File: config.mk
export PLATFORM = sky130hd
export DESIGN_NAME = div_unit_flat
export DESIGN_NICKNAME = d
export VERILOG_FILES = /design/src/rtl/div_pkg.sv /design/src/rtl/div_unit_if.sv /design/src/rtl/div_step.sv /design/src/rtl/div_unit.sv /design/src/flat_wrapper.sv
export SDC_FILE = /design/constraint.sdc
export NUM_CORES = 1
export LEC_CHECK = 0
export BUFFER_PORTS_ARGS = -buffer_cell sky130_fd_sc_hd__buf_2
export CAP_MARGIN = 20
export CORE_MARGIN = 5
export CORE_UTILIZATION = 40
export CTS_BUF_LIST = sky130_fd_sc_hd__clkbuf_16
export CTS_CLUSTER_DIAMETER = 40
export DETAILED_ROUTE_END_ITERATION = 7
export PLACE_DENSITY = 0.7
export SLEW_MARGIN = 20
export SYNTH_ARGS = -nofsm -noshare
export SYNTH_HDL_FRONTEND = slang
export SYNTH_SLANG_ARGS = --single-unit
File: constraint.sdc
create_clock -name clk -period 3.62 [get_ports clk]
set_input_delay 0 -clock clk [delete_from_list [all_inputs] [get_ports clk]]
set_output_delay 0 -clock clk [all_outputs]
set_load 0.01 [all_outputs]
File: src/rtl/div_pkg.sv
// div_pkg: shared types and constants for the iterative divider.
package div_pkg;

  // Divider control states
  typedef enum logic [1:0] {
    IDLE,
    ON,
    END
  } div_state_t;

  // Operand width the constants below are sized for
  localparam int DIV_DATA_W = 32;

  // One restoring iteration per quotient bit
  localparam int DIV_CYCLES = 32;

  // Quotient reported when the divisor is zero
  localparam logic [DIV_DATA_W-1:0] DIV_DBZ_QUOT = {DIV_DATA_W{1'b1}};

endpackage

File: src/rtl/div_unit_if.sv
// div_unit_if: request/result bundle between the execute stage and the divider.
// The pipeline side uses the master modport, the divider the slave modport.
interface div_unit_if #(
  parameter int DATA_W = 32
);

  logic              start_i;
  logic              signed_i;
  logic              annul_i;
  logic [DATA_W-1:0] opdata1_i;
  logic [DATA_W-1:0] opdata2_i;
  logic              busy_o;
  logic              we_o;
  logic [DATA_W-1:0] hi_o;
  logic [DATA_W-1:0] lo_o;
  logic              dbz_o;

  modport master (
    output start_i, signed_i, annul_i, opdata1_i, opdata2_i,
    input  busy_o, we_o, hi_o, lo_o, dbz_o
  );

  modport slave (
    input  start_i, signed_i, annul_i, opdata1_i, opdata2_i,
    output busy_o, we_o, hi_o, lo_o, dbz_o
  );

endinterface

File: src/rtl/div_step.sv
// div_step: one combinational radix-2 restoring division iteration.
// The shift register holds {partial remainder (DATA_W+1 bits), dividend/quotient}.
module div_step #(
  parameter int DATA_W = 32
) (
  input  logic [2*DATA_W:0] sreg,
  input  logic [DATA_W-1:0] divisor,
  output logic [2*DATA_W:0] sreg_next
);

  logic [2*DATA_W:0] shifted;
  logic [DATA_W:0]   diff;

  // Shift left, trial-subtract the divisor, keep the difference only if it is non-negative
  always_comb begin
    shifted = {sreg[2*DATA_W-1:0], 1'b0};
    diff    = shifted[2*DATA_W:DATA_W] - {1'b0, divisor};
    if (!diff[DATA_W]) begin
      sreg_next = {diff, shifted[DATA_W-1:1], 1'b1};
    end else begin
      sreg_next = shifted;
    end
  end

endmodule

File: src/rtl/div_unit.sv
// div_unit: iterative DIV/DIVU unit for the execute stage; quotient to LO,
// remainder to HI, stalls the pipeline through busy_o while it runs.
// Optional feature: define DIV_SIGNED_EN to honour signed_i (signed DIV);
// without it every division is unsigned and signed_i is ignored.
module div_unit
  import div_pkg::*;
#(
  parameter int DATA_W = 32
) (
  input  logic        clk,
  input  logic        rst,
  div_unit_if.slave   bus
);

  localparam logic [5:0] CNT_LAST = 6'(DIV_CYCLES - 1);

  div_state_t        state;
  div_state_t        state_next;
  logic [5:0]        cnt;
  logic [2*DATA_W:0] sreg;
  logic [2*DATA_W:0] sreg_next;
  logic [DATA_W-1:0] divisor_q;
  logic [DATA_W-1:0] hi_q;
  logic [DATA_W-1:0] lo_q;
  logic              dbz_q;
  logic              accept;
  logic              busy;
  logic              we;
  logic [DATA_W-1:0] dividend_mag;
  logic [DATA_W-1:0] divisor_mag;
  logic [DATA_W-1:0] quot_final;
  logic [DATA_W-1:0] rem_final;

  // A start only counts when it is not being flushed in the same cycle
  assign accept = bus.start_i && !bus.annul_i;

`ifdef DIV_SIGNED_EN
  logic dividend_neg;
  logic divisor_neg;
  logic neg_quot;
  logic neg_rem;

  assign dividend_neg = bus.signed_i && bus.opdata1_i[DATA_W-1];
  assign divisor_neg  = bus.signed_i && bus.opdata2_i[DATA_W-1];
  assign dividend_mag = dividend_neg ? -bus.opdata1_i : bus.opdata1_i;
  assign divisor_mag  = divisor_neg ? -bus.opdata2_i : bus.opdata2_i;
  assign quot_final   = neg_quot ? -sreg_next[DATA_W-1:0] : sreg_next[DATA_W-1:0];
  assign rem_final    = neg_rem ? -sreg_next[2*DATA_W-1:DATA_W] : sreg_next[2*DATA_W-1:DATA_W];

  // Remember the result signs when a division is accepted; the iteration itself is unsigned
  always_ff @(posedge clk or negedge rst) begin
    if (!rst) begin
      neg_quot <= 1'b0;
      neg_rem  <= 1'b0;
    end else if (state == IDLE && accept) begin
      neg_quot <= dividend_neg ^ divisor_neg;
      neg_rem  <= dividend_neg;
    end
  end
`else
  assign dividend_mag = bus.opdata1_i;
  assign divisor_mag  = bus.opdata2_i;
  assign quot_final   = sreg_next[DATA_W-1:0];
  assign rem_final    = sreg_next[2*DATA_W-1:DATA_W];
`endif

  div_step #(
    .DATA_W(DATA_W)
  ) u_step (
    .sreg      (sreg),
    .divisor   (divisor_q),
    .sreg_next (sreg_next)
  );

  // State register
  always_ff @(posedge clk or negedge rst) begin
    if (!rst) begin
      state <= IDLE;
    end else begin
      state <= state_next;
    end
  end

  // Next state, stall request and write strobe; a flush wins over everything
  always_comb begin
    state_next = state;
    busy       = (state != IDLE) || accept;
    we         = (state == END) && !bus.annul_i;
    case (state)
      IDLE: begin
        if (accept) begin
          state_next = (bus.opdata2_i == '0) ? END : ON;
        end
      end
      ON: begin
        if (cnt == CNT_LAST) begin
          state_next = END;
        end
      end
      END: begin
        state_next = IDLE;
      end
      default: begin
        state_next = IDLE;
      end
    endcase
    if (bus.annul_i) begin
      state_next = IDLE;
    end
  end

  // Datapath: load operands, iterate, and register the fixed-up result on entry to END
  always_ff @(posedge clk or negedge rst) begin
    if (!rst) begin
      cnt       <= '0;
      sreg      <= '0;
      divisor_q <= '0;
      hi_q      <= '0;
      lo_q      <= '0;
      dbz_q     <= 1'b0;
    end else begin
      case (state)
        IDLE: begin
          if (accept) begin
            if (bus.opdata2_i == '0) begin
              lo_q  <= DATA_W'(DIV_DBZ_QUOT);
              hi_q  <= bus.opdata1_i;
              dbz_q <= 1'b1;
            end else begin
              sreg      <= {{(DATA_W+1){1'b0}}, dividend_mag};
              divisor_q <= divisor_mag;
              cnt       <= '0;
            end
          end
        end
        ON: begin
          if (!bus.annul_i) begin
            sreg <= sreg_next;
            cnt  <= cnt + 6'd1;
            if (cnt == CNT_LAST) begin
              lo_q  <= quot_final;
              hi_q  <= rem_final;
              dbz_q <= 1'b0;
            end
          end
        end
        default: begin
        end
      endcase
    end
  end

  assign bus.busy_o = busy;
  assign bus.we_o   = we;
  assign bus.hi_o   = hi_q;
  assign bus.lo_o   = lo_q;
  assign bus.dbz_o  = dbz_q;

endmodule
File: src/flat_wrapper.sv
// flat-port wrapper written by rule: the top's interface ports become plain ports
module div_unit_flat import div_pkg::*;
#(
  parameter int DATA_W = 32
)
  (clk, rst, bus_start_i, bus_signed_i, bus_annul_i, bus_opdata1_i, bus_opdata2_i, bus_busy_o, bus_we_o, bus_hi_o, bus_lo_o, bus_dbz_o);
  div_unit_if #(.DATA_W(DATA_W)) bus_i ();
  input  logic clk;
  input  logic rst;
  input wire logic [$bits(bus_i.start_i)-1:0] bus_start_i;
  input wire logic [$bits(bus_i.signed_i)-1:0] bus_signed_i;
  input wire logic [$bits(bus_i.annul_i)-1:0] bus_annul_i;
  input wire logic [$bits(bus_i.opdata1_i)-1:0] bus_opdata1_i;
  input wire logic [$bits(bus_i.opdata2_i)-1:0] bus_opdata2_i;
  output wire logic [$bits(bus_i.busy_o)-1:0] bus_busy_o;
  output wire logic [$bits(bus_i.we_o)-1:0] bus_we_o;
  output wire logic [$bits(bus_i.hi_o)-1:0] bus_hi_o;
  output wire logic [$bits(bus_i.lo_o)-1:0] bus_lo_o;
  output wire logic [$bits(bus_i.dbz_o)-1:0] bus_dbz_o;
  assign bus_i.start_i = bus_start_i;
  assign bus_i.signed_i = bus_signed_i;
  assign bus_i.annul_i = bus_annul_i;
  assign bus_i.opdata1_i = bus_opdata1_i;
  assign bus_i.opdata2_i = bus_opdata2_i;
  assign bus_busy_o = bus_i.busy_o;
  assign bus_we_o = bus_i.we_o;
  assign bus_hi_o = bus_i.hi_o;
  assign bus_lo_o = bus_i.lo_o;
  assign bus_dbz_o = bus_i.dbz_o;
  div_unit #(.DATA_W(DATA_W)) u_core (.clk(clk), .rst(rst), .bus(bus_i));
endmodule
# Word level (Yosys, flattened, before mapping)
# Index checks and enable logic that the tools add are counted.
# word_totals
out_inout_bits	67
wordCells	61
register_bits	169
# classes
mux	29
eq_ne	10
bitwise_logic	1
reduce_logical	12
add_sub_neg	2
# op_table
op	n
two-way mux 32 bit	8
two-way mux 64 bit	4
case mux 32 bit (2 select lines)	2
case mux 64 bit (2 select lines)	1
subtractor 33 x 32 -> 33 bit	1
zero test 32 bit	1
two-way mux 6 bit	3
case mux 6 bit (2 select lines)	1
two-way mux 2 bit	4
adder 6 x 1 -> 6 bit, second input constant	1
equality test 6 x 5 -> 1 bit, second input constant	1
!= test 2 x 1 -> 1 bit, second input constant	3
!= test 3 x 2 -> 1 bit, second input constant	2
AND reduction 5 bit	1
two-way mux 1 bit	4
!= test 2 bit, second input constant	2
case mux 2 bit (2 select lines)	1
AND reduction 4 bit	1
nonzero test 2 bit	2
AND reduction 3 bit	1
equality test 2 x 1 -> 1 bit, second input constant	1
equality test 2 bit, second input constant	1
logical AND 1 bit	2
zero test 2 bit	1
5 further kinds	5

# Logic depth before layout (Yosys ltp)
# Gate-level depths: netlist of the first run.
# logic_depth
depth_word	5
depth_mapped	15
depth_no_buf	13

# By module
# From an unflattened synthesis of the first run, not the netlist that was laid out.
# hier_totals
cells_unflattened	949
area_unflattened_um2	9628.0
# modules_own_cells
mod	cells_per_inst	n_inst	area_per_inst_um2	seq_area_each_um2
div_unit	562	1	6934.2	4254.1
div_step	387	1	2693.8	0.0

# Least setup slack after synthesis of the first run
# Ideal clock, no wire load.
# synth_timing
path_type	flip-flop to flip-flop
start	register u_core.sreg[31]
end	register u_core.hi_q[29] (netlist: u_core.bus.hi_o[29])
arrival_time_ns	2.783
slack_ns	0.709
period_less_slack_ns	2.911
path_stages_with_launch	15
setup_time_ns	0.127
required_time_ns	3.493
path_cell_list	dfrtp_1 inv_1 ha_1 inv_1 fa_1 a21oi_1 o21a_1 o22a_2 a211oi_4 o21a_1 or3_1 buf_6 buf_12 a31oi_4 o22ai_1
# synth_between
elab_chain_cells	5
# synth_lines
item	line_no	rtl
from (decl)	div_unit.sv:20	logic [2*DATA_W:0] sreg;
from (signal assigned)	div_unit.sv:130	sreg <= {{(DATA_W+1){1'b0}}, dividend_mag};
from (signal assigned)	div_unit.sv:138	sreg <= sreg_next;
subtractor 33 x 32 -> 33 bit	div_step.sv:17	diff = shifted[2*DATA_W:DATA_W] - {1'b0, divisor};
two-way mux 64 bit	div_step.sv:18	if (!diff[DATA_W]) begin
two-way mux 32 bit	div_unit.sv:140	if (cnt == CNT_LAST) begin
two-way mux 32 bit	div_unit.sv:137	if (!bus.annul_i) begin
case mux 32 bit (2 select lines)	div_unit.sv:122	case (state)
to (signal assigned)	div_unit.sv:127	hi_q <= bus.opdata1_i;
to (signal assigned)	div_unit.sv:142	hi_q <= rem_final;
to (decl)	div_unit.sv:23	logic [DATA_W-1:0] hi_q;
# No other way between the ends. The select of a mux whose other input is x is not followed.
# A chain may end at the register's enable or synchronous reset.

# Final worst setup path of the first run
# layout_timing
start	register u_core.sreg[31]
end	register u_core.sreg[60]
# layout_between
elab_chain_cells	4
# layout_lines
item	line_no
subtractor 33 x 32 -> 33 bit	div_step.sv:17
two-way mux 64 bit	div_step.sv:18
two-way mux 64 bit	div_unit.sv:137
case mux 64 bit (2 select lines)	div_unit.sv:122
# No other way between the ends. The select of a mux whose other input is x is not followed.

==> results of run 1 <==
==> state kept, by name, summed over array words and instances (netlist names) <==
| register | count |
|---|---|
| u_core.state | 2 |
| u_core.cnt | 6 |
| u_core.divisor_q | 32 |
| u_core.bus.dbz_o | 1 |
| u_core.bus.hi_o | 32 |
| u_core.bus.lo_o | 32 |
| u_core.sreg | 64 |
==> worst register-to-register path, delay by kind of cell (launching register included) <==
kind	cells	cell delay (ps)
adders and majority gates	2	570
AOI/OAI and AO/OA	6	1050
buffers and inverters	3	330
and+or+nand+nor	3	930
DFF	1	400
==> cell usage in the layout (no fill, tap or decap), drive strengths merged, types with 18 or more instances in the layout <==
cell type    count
dlygate4sd3     66
nor2            83
buf            147
o21ai          128
ha              33
inv             50
nor3            21
dfrtp          169
a21oi           83
a31oi           63
nand2          232
clkbuf          18
==> how the worst max path moves through the flow <==
| stage | from | end | cells after the start | slack [ps] |
|---|---|---|---|---|
| after floorplan | u_core.sreg[31] | u_core.bus.hi_o[29] | 14 | 710 |
| after global placement | u_core.sreg[31] | u_core.bus.hi_o[25] | 13 | 390 |
| after detailed placement | u_core.sreg[31] | u_core.sreg[63] | 13 | 310 |
| after CTS | u_core.sreg[31] | u_core.bus.hi_o[31] | 13 | 270 |
| after global routing | u_core.sreg[31] | u_core.sreg[38] | 14 | 7 |
| final | u_core.sreg[31] | u_core.sreg[60] | 14 | 260 |
==> cell type report <==
class	count	area, um2	share of cell area, %
inverters	46	173	1.51
clock buffers	17	425	3.73
repair buffers	214	1500	13.2
flip-flops and latches	169	4230	37.1
clock inverters	14	146	1.28
well taps	285	357	3.13
multi-input cells	806	4570	40.1
==> routing by layer <==
layer	up-vias	share of wire [%]	global-route usage (%)
met5	-	0	0
met4	0	1.8	5.50
met3	40	4.9	2.82
met2	257	45	31.6
met1	3996	48	29.3
li1	4114	-	-
==> what timing repair did <==
action / CTS / global route
hold buffers: 66 / 0
endpoints found under the hold margin: 206 / 0
buffers inserted: 0 / 0
setup endpoints to repair: 0 / 2
gates resized for setup: 0 / 1
==> power breakdown <==
part,switching (uW),total (uW),internal (uW)
combinational,1420,2340,915
sequential,309,2690,2380
clock,807,1820,1020
==> logic make-up after synthesis <==
logic type | share of synthesized area, %
buffers and inverters | 4.96
adder cells (fa/ha/maj) | 4.70
AND/OR/NAND/NOR | 19.2
flip-flops | 45.9
multiplexers | 0.435
AO/OA/AOI/OAI | 22.3
XOR/XNOR | 2.47
==> through the flow <==
step / cell area (um2) / hold WS, ps
after global routing: 11400 / 80.0
after floorplan: 9200 / -296
after global placement: 10100 / 221
after CTS: 11300 / 65.0
after detailed placement: 10100 / 225
final: 11400 / 88.3
==> flow_summary.toml, run 1 <==
[critical_path]
slowest_delay_ps = 440
r2r_slack_ps = 260
worstPathArrival_ps = 3710
slowest_stage = "nor4b_2"
critPathLaunchType = "flip-flop"
crit_type = "flip-flop to flip-flop"
crit_path_end_kind = "flip-flop"
crit_chain = "inv_1 -> ha_1 -> inv_1 -> fa_1 -> a21oi_1 -> o21a_1 -> o22a_2 -> a211oi_4 -> nor4b_2 -> nor3_4 -> buf_4 -> nor4b_1 -> a31oi_1 -> o21ai_1"
critPathRequiredTime_ps = 3970
worst_path_most_repeated_cell = "inv_1"
crit_family = "compound AO/OA/AOI/OAI gates"
reg2regPathDepth = 14
r2r_start = "u_core.sreg[31]"
rr_endpoint = "u_core.sreg[60]"
critPathBufInv = 3
cp_max_fo = 13

[global_routing]
grt_pass1_wl_um = 43100
globalRouteOverflowTotal = 0
antenna_found_initial = 0
grt_max_degree = 112
grt_pass1_vias = 8084
grt_use_total_pct = 20.1

[detailed_routing]
drc = 0
detail_route.wl_per_cell_um = 17.0
drt_iter0_drc = 824
vias = 8407
routed_wirelength_um = 26300
drt.antenna.violating_nets = 0
drtPass1Iterations = 5
vias_per_cell = 5.42

[synth]
yosys-top-cells-count = "nand2_1 (231), dfrtp_1 (169), o21ai_0 (111)"
mappedNetlistNets = 1189
yosys_register_bits = 169
syn_area_mm2 = 0.00920
async_flop_share_pct = 100
synth_largest_area_cell = "dfrtp_1"
ys_warn_count = 0
synthCells = 1086
synth_ff_type = "dfrtp_1"
syn_area_per_cell_um2 = 8.47
synth_top_area_share_pct = 45.9
synth_edf_count = 0
synth.most_common_cell = "nand2_1"
synth_cell_type_count = 63
ys_seq_area_share_pct = 45.9
ys_top_cells_by_area = "dfrtp_1 (46%), nand2_1 (9.4%), o21ai_0 (6.0%)"

[sta]
finalSetupTns_ps = 0
drv_slew = 0
fin_crit_ps = 3360
rsz0062_at_grt = "false"
timing.final.ws_setup_ps = 261
period_share_pct = 92.8
fmax_ghz = 0.298
finalHoldViolations = 0
worst-slew-pin-transition_ps = 890
slew-limit-headroom_pct = 40.7
clock_skew_ps = 10.4
finalSetupViolCount = 0

[floorplanning]
core_mm2 = 0.0226
initial_core_util_pct = 40.7
die_area_mm2 = 0.0261
num_rows = 55
io_pins = 136
die_h_um = 162
die_w_um = 162

[run]
cap_violations = 0

[place]
dp_hpwl_um = 18200
dp_slack_ps = 311
port_buffers = 134
gp_congestion = 0.890
place_inst = 1452

[clock_network]
cts_sinks = 169
cts_tree = "done"
clk_latency_ps = 430
clockBufferDepth = 2
clockRootBuffer = "clkbuf_16"
clk_pin_slew_ps = 70
cts_buffers = 17
htree_levels = 4

[worst_hold_path]
hold_path_end = "u_core.state[0]"
min_from = "bus_start_i"
hold_class = "input pin to flip-flop"
hold_path_depth = 4

[final_layout]
instances_no_fill = 1551
antenna_cells = 0
utilization_pct = 50.4
drive_above_1_share_pct = 16.0
area_growth_pct = 23.9
fillCellCount = 2096
nNetsFinal = 1357

[power]
total_power_uw = 6850
p_leak_uw = 0.00527
p_per_area_mw_per_mm2 = 601
peakVddDrop_uv = 345

[outcome]
status = "complete, no violations"
(Power assumes the default switching activity.)
==> inputs of run 2 (changes only) <==
Settings changed: CTS_BUF_LIST sky130_fd_sc_hd__clkbuf_16 to default.
==> flow_summary.toml, run 2 (synthesis gave the netlist of run 1 again) <==
[floorplanning]
core_mm2 = 0.0226
num_rows = 55
io_pins = 136
die_area_mm2 = 0.0261
die_w_um = 162
initial_core_util_pct = 40.7
die_h_um = 162

[critical_path]
cp_max_fo = 13
critPathLaunchType = "flip-flop"
critPathRequiredTime_ps = 3970
worstPathArrival_ps = 3700
crit_path_end_kind = "flip-flop"
crit_type = "flip-flop to flip-flop"

[power]
p_per_area_mw_per_mm2 = 603
peakVddDrop_uv = 344
p_leak_uw = 0.00528

[detailed_routing]
drc = 0
vias_per_cell = 5.43
routed_wirelength_um = 26200
drtPass1Iterations = 6
drt_iter0_drc = 789
drt.antenna.violating_nets = 0
vias = 8415
detail_route.wl_per_cell_um = 16.9

[sta]
period_share_pct = 92.4
finalHoldViolations = 0
rsz0062_at_grt = "false"
drv_slew = 0
fin_crit_ps = 3350
clock_skew_ps = 9.60
finalSetupTns_ps = 0
fmax_ghz = 0.299
slew-limit-headroom_pct = 40.6
timing.final.ws_setup_ps = 275
finalSetupViolCount = 0
worst-slew-pin-transition_ps = 891

[clock_network]
clk_latency_ps = 430
cts_sinks = 169
cts_tree = "done"
htree_levels = 4
clk_pin_slew_ps = 70
clockRootBuffer = "clkbuf_16"
cts_buffers = 17
clockBufferDepth = 2

[place]
gp_congestion = 0.890
port_buffers = 134
dp_slack_ps = 311
dp_hpwl_um = 18200

[global_routing]
grt_use_total_pct = 20.1
globalRouteOverflowTotal = 0
grt_pass1_vias = 8072
antenna_found_initial = 0
grt_max_degree = 112
grt_pass1_wl_um = 43100

[final_layout]
largest_register = "u_core.sreg"
area_growth_pct = 24.1
largest_reg_flops = 64
antenna_cells = 0
nNetsFinal = 1357
final_cell_mix = "nand2_1 (231), dfrtp_1 (169), buf_2 (133)"
layout_commonest_cell = "nand2_1"
drive_above_1_share_pct = 16.2

[run]
cap_violations = 0

[worst_hold_path]
hold_class = "input pin to flip-flop"

[outcome]
status = "complete, no violations"
==> run 2: cell count changes in the layout (fill, tap and decap cells not counted), sizes merged <==
cell	change
clkbuf	+3
inv	-1
clkinv	-2
==> run 2: power by group <==
| part | total, uW | switching [uW] | internal, uW | leakage (uW) |
|---|---|---|---|---|
| logic | 2330 | 1420 | 915 | 0.00292 |
| clock network | 1860 | 801 | 1060 | 0.000285 |
| registers | 2690 | 307 | 2380 | 0.00207 |
==> run 2: final timing paths <==
kind	endpoint	cells after the start	from	slack, ps
setup / recovery	u_core.bus.hi_o[28]	14	u_core.sreg[31]	270
min in group asynchronous	u_core.bus.lo_o[12]	2	rst	260
hold / removal	u_core.state[0]	4	bus_start_i	90
setup reg to reg	u_core.bus.hi_o[28]	14	u_core.sreg[31]	270
hold reg to reg	u_core.bus.lo_o[13]	2	u_core.bus.lo_o[13]	460
max in group asynchronous	u_core.divisor_q[26]	3	rst	2510
==> run 2: cell type report <==
type                       instances  area [um2]
clock inverter                    11         135
multi-input combinational        806        4570
clock buffer                      20         457
sequential                       169        4230
fill                            2092       11200
inverter                          46         173
tap                              285         357
timing repair buffer             214        1500
==> run 2: per-layer routing <==
metal | share of wire [%] | routed length [um] | vias up | global-route usage [%]
li1 | - | - | 4120 | -
met1 | 48 | 12500 | 4007 | 29.3
met2 | 46 | 12000 | 257 | 31.6
met3 | 4.9 | 1300 | 31 | 2.97
met4 | 1.7 | 446 | 0 | 5.38
met5 | 0 | 0 | - | 0
==> run 2: stage by stage <==
step | total power [uW] | utilization (%) | cells | instance area, um2 | hold slack (ps)
floorplan | 4150 | - | 1086 | 9200 | -296
global placement | 4920 | 44.7 | 1452 | 10100 | 221
detailed placement | 4970 | 44.7 | 1452 | 10100 | 225
CTS | 6900 | 50.2 | 1549 | 11400 | 64.5
global route | 7340 | 50.5 | 1551 | 11400 | 76.7
finish | 6890 | 50.5 | 1551 | 11400 | 89.8
==> run 2: timing repair <==
item                       in CTS  in global routing
hold endpoints to repair      206                  0
buffers inserted                0                  0
hold buffers                   66                  0
setup endpoints to repair       0                  2
resized for setup               0                  1
==> run 2: critical path, stage by stage, from the launching register on <==
cell and delay (ps):
dfrtp_1 400, inv_1 70, ha_1 170, inv_1 60
fa_1 400, a21oi_1 260, o21a_1 220, o22a_2 200
a211oi_4 90, nor4b_2 430, nor3_4 90, buf_4 200
nor4b_1 380, a31oi_1 130, a21oi_1 150
==> inputs of run 3 (changes only) <==
Settings changed: BUFFER_PORTS_ARGS -buffer_cell sky130_fd_sc_hd__buf_2 to default, CELL_PAD_IN_SITES_DETAIL_PLACEMENT from default to 0, CELL_PAD_IN_SITES_GLOBAL_PLACEMENT from default to 1, DONT_BUFFER_PORTS from default to 1, GPL_ROUTABILITY_DRIVEN from default to 1, PLACE_DENSITY 0.7 to 0.8.
==> flow_summary.toml, run 3 (synthesis gave the netlist of run 1 again) <==
[critical_path]
critPathLaunchType = "flip-flop"
critPathRequiredTime_ps = 3910
worstPathArrival_ps = 3620
reg2regPathDepth = 14
cp_max_fo = 45
r2r_slack_ps = 290
startpoint = "u_core.sreg[31]"
crit_type = "flip-flop to flip-flop"
r2r_start = "u_core.sreg[31]"
crit_path_end_kind = "flip-flop"

[detailed_routing]
drtPass1Iterations = 5
detail_route.wl_per_cell_um = 18.3
routed_wirelength_um = 25800
drt_iter0_drc = 632
vias_per_cell = 5.50
drc = 0
drt.antenna.violating_nets = 0
vias = 7785

[final_layout]
fillCellCount = 2172
instances_no_fill = 1416
largest_register = "u_core.sreg"
layout_commonest_cell = "nand2_1"
drive_above_1_share_pct = 6.19
area_growth_pct = 16.4
design_area_mm2 = 0.0107
largest_reg_flops = 64
final_cell_mix = "nand2_1 (231), dfrtp_1 (169), o21ai_0 (109)"
nNetsFinal = 1221
antenna_cells = 0

[clock_network]
cts_buffers = 17
cts_sinks = 169
cts_setup_buffers = 0
htree_levels = 4
clockBufferDepth = 2
clockRootBuffer = "clkbuf_16"
clk_pin_slew_ps = 70
clk_latency_ps = 430
postCtsHoldBufs = 66
cts_tree = "done"

[place]
port_buffers = 0
gp_congestion = 0.889
place_inst = 1318
dp_hpwl_um = 18200
place_area_mm2 = 0.00944

[sta]
clock_skew_ps = 12.3
fmax_ghz = 0.301
whs_ps = -733
slew-limit-headroom_pct = 37.8
finalSetupViolCount = 0
fin_crit_ps = 3330
worst-slew-pin-transition_ps = 932
drv_slew = 0
rsz0062_at_grt = "false"
finalHoldViolations = 169
period_share_pct = 91.9
finalSetupTns_ps = 0

[power]
clkPwrFrac_pct = 28.7
internal-power_uw = 4050
power_frac_comb_pct = 26.7
p_leak_uw = 0.00472
power.switching_uw = 2480
peakVddDrop_uv = 285
sw_frac_of_total_pct = 37.9
p_per_area_mw_per_mm2 = 610
pwr-share-seq_pct = 44.6

[floorplanning]
die_area_mm2 = 0.0261
die_h_um = 162
io_pins = 136
initial_core_util_pct = 40.7
num_rows = 55
die_w_um = 162
core_mm2 = 0.0226

[outcome]
status = "complete, but fails checks"
violations = "negative hold slack"

[global_routing]
globalRouteOverflowTotal = 0
grtUsageMet1_pct = 28.9
grtUsageMet2_pct = 30.7
grt_use_total_pct = 19.9
met3_usage_pct = 4.39
grt_pass1_wl_um = 42100
grt_max_degree = 170
busiest_layer = "met2"
grt_pass1_vias = 7518
antenna_found_initial = 0

[worst_hold_path]
hold_class = "input pin to asynchronous set/reset pin"

[run]
cap_violations = 0
-- run 3: cell count changes in the layout (fill, tap and decap cells not counted), sizes merged --
cell | before | now
clkbuf | 21 | 17
inv | 49 | 53
buf | 147 | 12
bufinv | 2 | 1
clkinv | 4 | 5
-- run 3: critical path: stages, from the launching register on --
cell      delay [ps]
dfrtp_1          400
inv_1             60
ha_1             170
inv_1             60
fa_1             400
a21oi_1          280
o21a_1           230
o22a_2           200
a211oi_4          90
o21a_1           250
nor3_4           220
buf_12           250
nor3_1            80
a31oi_1          360
a21oi_1          130
-- run 3: worst paths after layout --
kind	endpoint
setup reg to reg	u_core.bus.hi_o[18]
max in group asynchronous	u_core.sreg[44]
setup / recovery	u_core.bus.hi_o[18]
hold / removal	u_core.divisor_q[17]
min in group clk	u_core.bus.dbz_o
hold reg to reg	u_core.divisor_q[0]
-- run 3: per-layer routing --
| metal | vias to the layer above | routed length, um | part of all wire, % |
|---|---|---|---|
| li1 | 3847 | - | - |
| met1 | 3738 | 12400 | 48 |
| met2 | 181 | 11700 | 45 |
| met3 | 19 | 1340 | 5.2 |
| met4 | 0 | 333 | 1.3 |
| met5 | - | 0 | 0 |
-- run 3: layout make-up --
class	instances	area, um2	share of cell area [%]
Clock inverter	15	178	1.66
Multi-Input combinational cell	806	4570	42.7
Sequential cell	169	4230	39.5
Timing Repair Buffer	78	776	7.24
Inverter	46	173	1.61
Clock buffer	17	425	3.97
Tap cell	285	357	3.33
-- run 3: timing repair --
action | 4_1_cts | 5_1_grt
setup endpoints to repair | 0 | 5
resized for setup | 0 | 3
endpoints found under the hold margin | 270 | 169
-- run 3: power by group through the flow --
stage	Clock, uW	Sequential, uW	Combinational [uW]
after floorplan	0	2800	1350
after global placement	0	2950	1640
after detailed placement	0	2960	1670
after CTS	1910	2920	1740
after global routing	1990	2980	1990
final	1870	2910	1750
-- run 3: metrics by stage --
stage                     utilization, %  setup slack (ps)  power (uW)  hold slack (ps)
after floorplan                        -               709        4150             -296
after global placement              41.7               346        4580             -283
after detailed placement            41.7               270        4620             -283
after CTS                           47.3               246        6570             -751
after global routing                47.3              7.99        6960             -755
final                               47.3               293        6530             -733
